### config.mk
export PLATFORM = sky130hd
export DESIGN_NAME = reg_bank_wb
export DESIGN_NICKNAME = d
export VERILOG_FILES = /design/src/rtl/reg_bank_wb.sv
export SDC_FILE = /design/constraint.sdc
export NUM_CORES = 2
export LEC_CHECK = 0
export ABC_AREA = 1
export CAP_MARGIN = 5
export CORE_MARGIN = 3
export CORE_UTILIZATION = 35
export DETAILED_ROUTE_END_ITERATION = 8
export GPL_ROUTABILITY_DRIVEN = 0
export PLACE_DENSITY = 0.5
export SLEW_MARGIN = 20
export SYNTH_ARGS = -nofsm -noshare
export SYNTH_HDL_FRONTEND = slang
export SYNTH_SLANG_ARGS = --single-unit
### constraint.sdc
create_clock -name clk -period 44.1 [get_ports clk]
set_input_delay 4.41 -clock clk [delete_from_list [all_inputs] [get_ports clk]]
set_output_delay 4.41 -clock clk [all_outputs]
set_load 0.01 [all_outputs]
### src/rtl/reg_bank_wb.sv
// Register bank for the multicycle MIPS datapath: 32 x DATA_W, $zero hardwired, $sp resets to SP_RESET.
// Optional write-through bypass on both read ports when REG_BANK_BYPASS_EN is defined.
module reg_bank_wb #(
    parameter int                DATA_W   = 32,
    parameter logic [DATA_W-1:0] SP_RESET = DATA_W'(227)
) (
    input  logic              clk,
    input  logic              reset,
    input  logic              RegWrite,
    input  logic [4:0]        ReadReg1,
    input  logic [4:0]        ReadReg2,
    input  logic [4:0]        WriteReg,
    input  logic [DATA_W-1:0] WriteData,
    output logic [DATA_W-1:0] ReadData1,
    output logic [DATA_W-1:0] ReadData2
);

    localparam logic [4:0] SP_ADDR = 5'd29;

    logic [DATA_W-1:0] regs [0:31];
    logic              wr_en;

    assign wr_en = RegWrite && (WriteReg != 5'd0);

    // NOTE: this array is reset like ordinary flops (the $sp value must exist
    // before the first write), so it cannot map onto a RAM macro; the
    // non-blocking updates keep the reads in the same cycle seeing old data.
    always_ff @(posedge clk or posedge reset) begin
        if (reset) begin
            for (int i = 0; i < 32; i++) begin
                regs[i] <= (5'(i) == SP_ADDR) ? SP_RESET : '0;
            end
        end else if (wr_en) begin
            regs[WriteReg] <= WriteData;
        end
    end

`ifdef REG_BANK_BYPASS_EN
    logic byp1;
    logic byp2;

    // Bypass only when a write would really be committed at the next edge.
    assign byp1 = !reset && wr_en && (WriteReg == ReadReg1);
    assign byp2 = !reset && wr_en && (WriteReg == ReadReg2);

    always_comb begin
        ReadData1 = '0;
        ReadData2 = '0;
        if (ReadReg1 != 5'd0) ReadData1 = byp1 ? WriteData : regs[ReadReg1];
        if (ReadReg2 != 5'd0) ReadData2 = byp2 ? WriteData : regs[ReadReg2];
    end
`else
    always_comb begin
        ReadData1 = '0;
        ReadData2 = '0;
        if (ReadReg1 != 5'd0) ReadData1 = regs[ReadReg1];
        if (ReadReg2 != 5'd0) ReadData2 = regs[ReadReg2];
    end
`endif

endmodule

### Word-level counts from Yosys, hierarchy flattened

Index checks and enable logic that the tools add are counted.

| cells by class | value |
|---|---|
| $lt $le $gt $ge | 4 |
| muxes and demuxes | 11 |
| bitwise operators | 3 |
| reduce and logical (&&, ||, !) cells | 5 |

Operators by type and width:

| kind | count |
|---|---|
| $bwmux W1024 | 1 |
| $bmux W32 S5 | 2 |
| $mux W32 | 7 |
| $demux W32 S5 | 1 |
| $ge A6 B6 Y1 const B | 3 |
| $not A5 Y6 | 3 |
| $reduce_bool A5 Y1 | 3 |
| $lt A6 B1 Y1 const B | 1 |
| $logic_and A1 B1 Y1 | 2 |

| storage, ports and cells | value |
|---|---|
| register bits | 1024 |
| input port bits | 50 |
| output and inout port bits | 64 |
| word-level logic and storage cells | 55 |

### Longest topological paths before layout

| depth | value |
|---|---|
| word-level depth | 6 |
| mapped depth | 13 |

### Worst setup path before layout

No wires, ideal clock.

| timing path | value |
|---|---|
| path type | input -> output |
| start | input ReadReg2[0] |
| end | output ReadData2[12] |
| arrival | 5.748 ns |
| slack | 33.942 ns |
| stages on the path | 11 |
| buffers on the path | 4 |
| path through | buf_2 -> inv_1 -> buf_2 -> buf_2 -> clkbuf_1 -> nand2_1 -> nand3_1 -> nand3_1 -> a21oi_1 -> nor2_1 -> nor2_1 |

| on the way | value |
|---|---|
| cells in the longest elaborated chain, start to end | 5 |

Ends and longest elaborated chain:

| what | line | source |
|---|---|---|
| start, declared | 11 | `input logic [4:0] ReadReg2,` |
| $not A5 Y6 (implied by the code) | 57 | `if (ReadReg2 != 5'd0) ReadData2 = regs[ReadReg2];` |
| $bmux W32 S5 | 57 |  |
| $mux W32 (implied by the code) (2 in series) | 57 |  |
| $mux W32 (*) | 57 |  |
| end, declared | 15 | `output logic [DATA_W-1:0] ReadData2` |

Every way passes the cells marked *; elsewhere a longest branch is shown, timed or not. The select of a mux whose other input is x is not followed.

### Final worst setup path

| timing path | value |
|---|---|
| start | input ReadReg1[0] |
| end | output ReadData1[13] |

| on the way | value |
|---|---|
| cells in the longest elaborated chain, start to end | 5 |

Ends and longest elaborated chain:

| what | line | source |
|---|---|---|
| start, declared | 10 | `input logic [4:0] ReadReg1,` |
| $not A5 Y6 (implied by the code) | 56 | `if (ReadReg1 != 5'd0) ReadData1 = regs[ReadReg1];` |
| $bmux W32 S5 | 56 |  |
| $mux W32 (implied by the code) (2 in series) | 56 |  |
| $mux W32 (*) | 56 |  |
| end, declared | 14 | `output logic [DATA_W-1:0] ReadData1,` |

Marked as above.

==> results.py <==
metrics = {
    "status": {
        "status": "finished, final reports clean",
    },
    "clock_network": {
        "tritoncts.num_buffers": 120,
        "cts-hold-fix-buffers": 0,
        "setup_bufs_post_cts": 0,
        "clock_tree_from_tritoncts": "built",
        "clock_insertion_delay_worst_skew_ns": 0.74,
        "clock_edge_transition_at_the_registers_on_the_reported_setup_and_hold_paths_ns": 0.06,
        "cts.sink_count": 1024,
        "ctsHtreeMaxLevel": 3,
        "clk_root_buffer_cell": "clkbuf_16",
        "clock_tree_buffer_depth": 3,
        "post_cts_resize_count": 0,
    },
    "die": {
        "placeableCoreArea_um2": 159500,
        "floorplan.die.width_um": 408.1,
        "die_height_um": 408.1,
        "placementRows": 146,
        "die_area_um2": 166500,
        "io-pin-count": 114,
        "floorplan.initialDensity_pct": 35.48,
    },
    "grt": {
        "grtUsageTotal_pct": 28.12,
        "largest_net_degree_at_the_start_of_global_routing": 176,
        "via_count_of_the_first_global_routing_pass": 53360,
        "antenna_violations_before_repair": 3,
        "global_route.overflow_total": 0,
        "first_pass_grt_wire_length_mm": 358.2,
    },
    "setup_path": {
        "worst_setup_path_end_kind": "output port",
        "worst_path_max_delay_cell": "buf_4",
        "reg2reg_depth": 2,
        "critPathTopFamily": "buffers and inverters",
        "worst-path-buf-inv": 6,
        "worst-path-max-fanout": 86,
        "start_kind": "input pin",
        "slowest_stage_delay_on_critical_path_ns": 0.76,
        "crit_arrival_ns": 8.90,
        "cp_num_cells": 14,
        "critPathMostFrequentCell": "nand2_1",
        "list_of_cells_traversed_by_the_critical_path": "buf_8, inv_8, buf_4, buf_4, buf_4, nand2_1, nand3_1, nand3_1, nand2_1, nand2_1, nand2_1, nor2_1, nor2_1, clkdlybuf4s50_1",
        "setup.worst_path.class": "in2out",
        "worst-endpoint-required_ns": 39.69,
    },
    "yosys": {
        "asyncSetResetFlopFracSynth_pct": 100.0,
        "synthCells": 8326,
        "synth-warning-count": 0,
        "number_of_enable_flip_flop_cells_after_synthesis": 0,
        "synth.largest_area_cell": "dfrtp_1",
        "netlist_top_cells_area": "dfrtp_1 (45%), nand2_1 (22%), nand3_1 (12%)",
        "yosysSeqAreaShare_pct": 45.30,
        "ys_seq_elements": 1024,
        "ys_types": 19,
        "synth_nets": 8376,
        "mappedNetlistArea_um2": 56580,
        "average_cell_area_after_synthesis_um2": 6.795,
        "synth-main-ff-cell": "dfrtp_1",
        "netlist.area_leader.share_pct": 45.07,
    },
    "detailed_routing": {
        "drt_iter0_drc": 6832,
        "wl_per_cell_um": 23.66,
        "detail_route.first_pass.iterations": 6,
        "detail_route.vias_per_cell": 5.555,
        "route.vias.total": 56350,
        "detail-route-antenna-nets": 0,
        "drc": 0,
        "wl_mm": 240.0,
    },
    "sta": {
        "slew_violations": 0,
        "skew_ns": 0,
        "max_freq_ghz": 0.07512,
        "setup-violations-final": 0,
        "final.hold.worst_slack_ns": 0.4017,
        "worst_slew_pin_slew_ns": 1.193,
        "timing.final.crit_period_ns": 13.31,
        "rsz0062_at_grt": "false",
        "final_min_period_over_clock_period_pct": 30.19,
        "slew-limit-headroom_pct": 20.45,
        "totalNegativeSetupSlack_ns": 0,
        "timing.final.hold_violations": 0,
    },
    "final_layout": {
        "final_core_utilization_pct": 39.22,
        "post_route_cells_drive_above_1_share_pct": 4.452,
        "reg.largest.list": "regs (1024)",
        "largest_register_ffs": 1024,
        "area_growth_pct": 10.56,
        "num-nets-final": 7947,
        "antenna_cells_inserted": 0,
        "largest-register": "regs",
        "mostFrequentLayoutCells": "nand2_1 (3370), nand3_1 (1385), dfrtp_1 (1019)",
        "design_area_um2": 62550,
        "finalNonFillerCells": 10140,
        "layout.cells.most_common": "nand2_1",
    },
    "power": {
        "power_frac_comb_pct": 19.0,
        "p_sw_uw": 911.7,
        "p_sw_share_pct": 32.07,
        "cellLeakagePower_nw": 29.20,
        "power_report.internal_total_mw": 1.931,
        "ir_worst_vdd_uv": 35.54,
        "power_frac_seq_pct": 44.3,
        "power.density_nw_per_um2": 45.45,
        "clock_power_share_pct": 36.7,
    },
    "place": {
        "post-place-cells": 9920,
        "postPlaceCellArea_um2": 58440,
        "place.port_buffers": 113,
        "dpl.hpwl_mm": 121.0,
    },
    "worst_hold_path": {
        "worst_hold_path.num_cells": 0,
        "hold_path.class": "reg2reg",
    },
    "flow_run": {
        "cap_violations": 0,
    },
}
worst paths after layout:
check,start,to,slack [ns]
hold / removal,regs[1012],regs[1012],0.40
hold reg to reg,regs[1012],regs[1012],0.40
setup reg to reg,regs[64],regs[64],43.29
setup / recovery,ReadReg1[0],ReadData1[13],30.79
max in group asynchronous,reset,regs[804],35.68
min in group asynchronous,reset,regs[732],4.18
layout make-up:
type / instances / area (um^2)
Fill cell: 16790 / 96930
Tap cell: 2146 / 2685
Clock inverter: 43 / 508.0
Sequential cell: 1024 / 25630
Inverter: 120 / 505.5
Multi-Input combinational cell: 6423 / 27720
Timing Repair Buffer: 208 / 1951
Clock buffer: 179 / 3550
per-layer routing:
metal / GRT usage (%) / wire (um)
met5: 0 / 0
met4: 9.211 / 7637
met3: 3.319 / 17980
met2: 44.39 / 106700
met1: 40.07 / 107700
Yosys cell counts, types with 2 or more instances:
cell type / count
a21oi_1: 240
buf_1: 46
buf_2: 110
clkbuf_1: 603
dfrtp_1: 1019
dfstp_2: 5
inv_1: 114
inv_2: 6
nand2_1: 3382
nand2_2: 14
nand3_1: 1387
nor2_1: 390
nor2_2: 4
nor3_1: 7
nor3_2: 4
nor3_4: 2
o21ai_0: 988
o21ai_1: 4
cell families after synthesis:
logic type,share of synthesized area [%]
flops,45.30
simple gates,37.72
compound gates,10.90
buf+inv,6.075
power groups by stage:
stage / Combinational, mW / Sequential (mW) / Clock, mW
global route: 0.622 / 1.28 / 1.09
floorplan: 0.396 / 1.24 / 0
global placement: 0.528 / 1.27 / 0
CTS: 0.539 / 1.26 / 1.06
detailed placement: 0.538 / 1.27 / 0
finish: 0.539 / 1.26 / 1.04
stage by stage:
stage / total power, mW / setup slack (ns)
6_report: 2.843 / 30.79
5_1_grt: 2.999 / 30.54
4_1_cts: 2.853 / 30.92
3_5_place_dp: 1.807 / 30.94
3_3_place_gp: 1.795 / 30.91
2_1_floorplan: 1.633 / 10.88
Note: power is estimated with default switching activity, not from simulation.
==> edit, RTL diff (same flow settings) <==
`DATA_W`: 32 -> 36. Comments in the files are not updated.
--- a/src/rtl/reg_bank_wb.sv
+++ b/src/rtl/reg_bank_wb.sv
@@ -1,7 +1,7 @@
 // Register bank for the multicycle MIPS datapath: 32 x DATA_W, $zero hardwired, $sp resets to SP_RESET.
 // Optional write-through bypass on both read ports when REG_BANK_BYPASS_EN is defined.
 module reg_bank_wb #(
-    parameter int                DATA_W   = 32,
+    parameter int                DATA_W   = 36,
     parameter logic [DATA_W-1:0] SP_RESET = DATA_W'(227)
 ) (
     input  logic              clk,
Interface: changed (resized ReadData1, ReadData2 and WriteData); port bits go from 114 to 126. No check against the original RTL was run, so the function may have changed too.
==> edit against the unedited design <==
- worst hold slack worse by 0.0021 ns
- design area up 12%
- clock skew unchanged
- register-to-register slack about the same
- routed wire length up 14%
- critical path depth down 1
- sequential cell count up 128
- total power up 13%
- setup slack worse by 0.35 ns
- highest routed layer is now met5
- critical endpoint is now ReadData1[11]
- synthesized area up 13%
==> edit: results (changes against the unedited design) <==
* Status: completed (unchanged)
* CP top delay family: buffers and inverters (unchanged)
* Critical Path AT at 9.25 ns (was 8.90 ns)
* R2r setup slk at 43.30 ns (was 43.29 ns)
* Htree depth at 4 (was 3)
* Resize count post-CTS at 0 (unchanged)
* Met2 usage at 45.7% (was 44.4%)
* M1 GR Usage at 38.5% (was 40.1%)
* Slew Limit Headroom at 21.1% (was 20.5%)
* R2r worst-path depth at 2 (unchanged)
* CTS Buf Count at 140 (was 120)
* LEAKAGE at 32.7 nW (was 29.2 nW)
* Met3 usage at 4.27% (was 3.32%)
* Post-synthesis sequential area ratio at 45.3% (about the same)
* Worst hold slack at 0.400 ns (was 0.402 ns)
* Synth cell count leaders: nand2_1 (3,794), nand3_1 (1,547), dfrtp_1 (1,147), o21ai_0 (1,022), clkbuf_1 (627) (was nand2_1 (3,382), nand3_1 (1,387), dfrtp_1 (1,019), o21ai_0 (988), clkbuf_1 (603))
* Slew Limit Fails at 0 (unchanged)
* HP Class: flip-flop to flip-flop (unchanged)
* Hold wc startpoint: regs[1144] (was regs[1012])
* 1st-iter DRT viols at 7,472 (was 6,832)
* Vias in the first global route at 60,400 (was 53,400)
* Biggest regs: regs: 1152 flops (was regs: 1024 flops)
* Syn Nets at 9,385 (was 8,376)
* Placed wire-length estimate at 141,000 um (was 121,000 um)
* Post-DP Area at 65,600 um^2 (was 58,400 um^2)
* R2R Path Start: regs[918] (was regs[64])
* CP Max Fanout at 199 (was 86)
* Detail-routed net length per standard cell at 24.1 um (was 23.7 um)
* First-pass GRT wire length at 406,000 um (was 358,000 um)
* Worst-path cell with the longest stage delay: buf_4 (unchanged)
* Max VDD drop at 0.0237 mV (was 0.0355 mV)
* Cells after DPL at 11,100 (was 9,920)
* Largest net degree at the start of global routing at 200 (was 176)
* Reg-to-reg endpoint: regs[918] (was regs[64])
* Via count at 63,400 (was 56,300)
* CTS clk-pin slew, worst paths at 0.05 ns
* Nets at 8,904 (was 7,947)
* Mean post-synth cell area at 6.82 um^2 (was 6.80 um^2)
* Crit path launch: ReadReg1[0] (unchanged)
* Worst skew pair latency at 0.77 ns (was 0.74 ns)
* Hold Path Sink: regs[1144] (was regs[1012])
* Clock skew at 0 ns (unchanged)
* Layout cells sized above 1 at 4.62% (was 4.45%)
* Worst path max stage delay at 1.00 ns (was 0.76 ns)
* Post-CTS Setup Inserts at 0 (unchanged)
* Routed vias/inst at 5.61 (was 5.56)
* Global Route Usage Sum at 28.7% (was 28.1%)
* PortBufs at 125 (was 113)
* Initial antenna violation count at 7 (was 3)
* Clk buf depth at 3 (unchanged)
* # fillers at 19,000 (was 16,800)
* Largest cells by area after synthesis: dfrtp_1 (45%), nand2_1 (22%), nand3_1 (12%) (unchanged)
* CTS root buf: clkbuf_16 (unchanged)
* Post-synth cell types at 24 (was 19)
* Synth warn at 0 (unchanged)
* Hold depth at 0 (unchanged)
* Initial DRT Pass Iterations at 6 (unchanged)
* Post-synthesis async set-or-reset flop share at 100% (unchanged)
==> edit: cell count changes after synthesis, moves of 18 or more <==
cell / delta
nand2_1: +412
nand3_1: +160
dfrtp_1: +128
o21ai_1: +98
nor2_1: +58
buf_1: +40
o21ai_0: +34
inv_1: -32
a21oi_1: +28
clkbuf_1: +24
buf_2: +18
==> edit: worst max-delay path by stage <==
stage / to / cells after the start / slack [ns]
6_report: ReadData1[11] / 13 / 30.44
2_1_floorplan: regs[0] / 1 / 7.25
4_1_cts: ReadData1[11] / 13 / 30.58
3_5_place_dp: ReadData1[11] / 13 / 30.60
5_1_grt: ReadData1[19] / 13 / 30.30
3_3_place_gp: ReadData1[11] / 13 / 30.54
==> edit: metrics by stage <==
stage / setup WS [ns] / util, %
floorplan: 7.25 / -
global placement: 30.54 / 36.5
detailed placement: 30.60 / 36.5
CTS: 30.58 / 39.1
global route: 30.30 / 39.1
finish: 30.44 / 39.1
==> edit: routing by layer <==
| metal | up-vias | wire [um] |
|---|---|---|
| li1 | 29300 | - |
| met1 | 30600 | 116000 |
| met2 | 2913 | 122000 |
| met3 | 608 | 20500 |
| met4 | 4 | 14000 |
| met5 | - | 25 |
==> edit: power by group <==
group	total (mW)	internal, mW	switching (mW)
registers	1.41	1.26	0.156
logic	0.610	0.221	0.389
clock network	1.18	0.695	0.486
total	3.20	2.17	1.03
==> edit: cell type report <==
class | count | area, um^2 | share of cell area [%]
multi-input combinational | 7223 | 31200 | 44.4
sequential | 1152 | 28800 | 41.1
clock buffer | 207 | 4210 | 6.00
tap | 2355 | 2950 | 4.20
timing repair buffer | 235 | 2230 | 3.17
inverter | 98 | 428 | 0.609
clock inverter | 42 | 410 | 0.584
antenna | 2 | 5.00 | 0.00713
==> edit: logic make-up (layout without fill, tap and decap cells) <==
| logic type | after synthesis | in the layout | synth area share (%) |
|---|---|---|---|
| flip-flops | 1152 | 1152 | 45.3 |
| other | 0 | 2 | 0 |
| buffers and inverters | 956 | 582 | 6.03 |
| AO/OA/AOI/OAI | 1396 | 1396 | 11.0 |
| AND/OR/NAND/NOR | 5827 | 5827 | 37.7 |
==> edit: worst register-to-register path: stages (launching register included) <==
cell     delay (ns)
dfrtp_1        0.40
nand2_1        0.10
o21ai_0        0.13
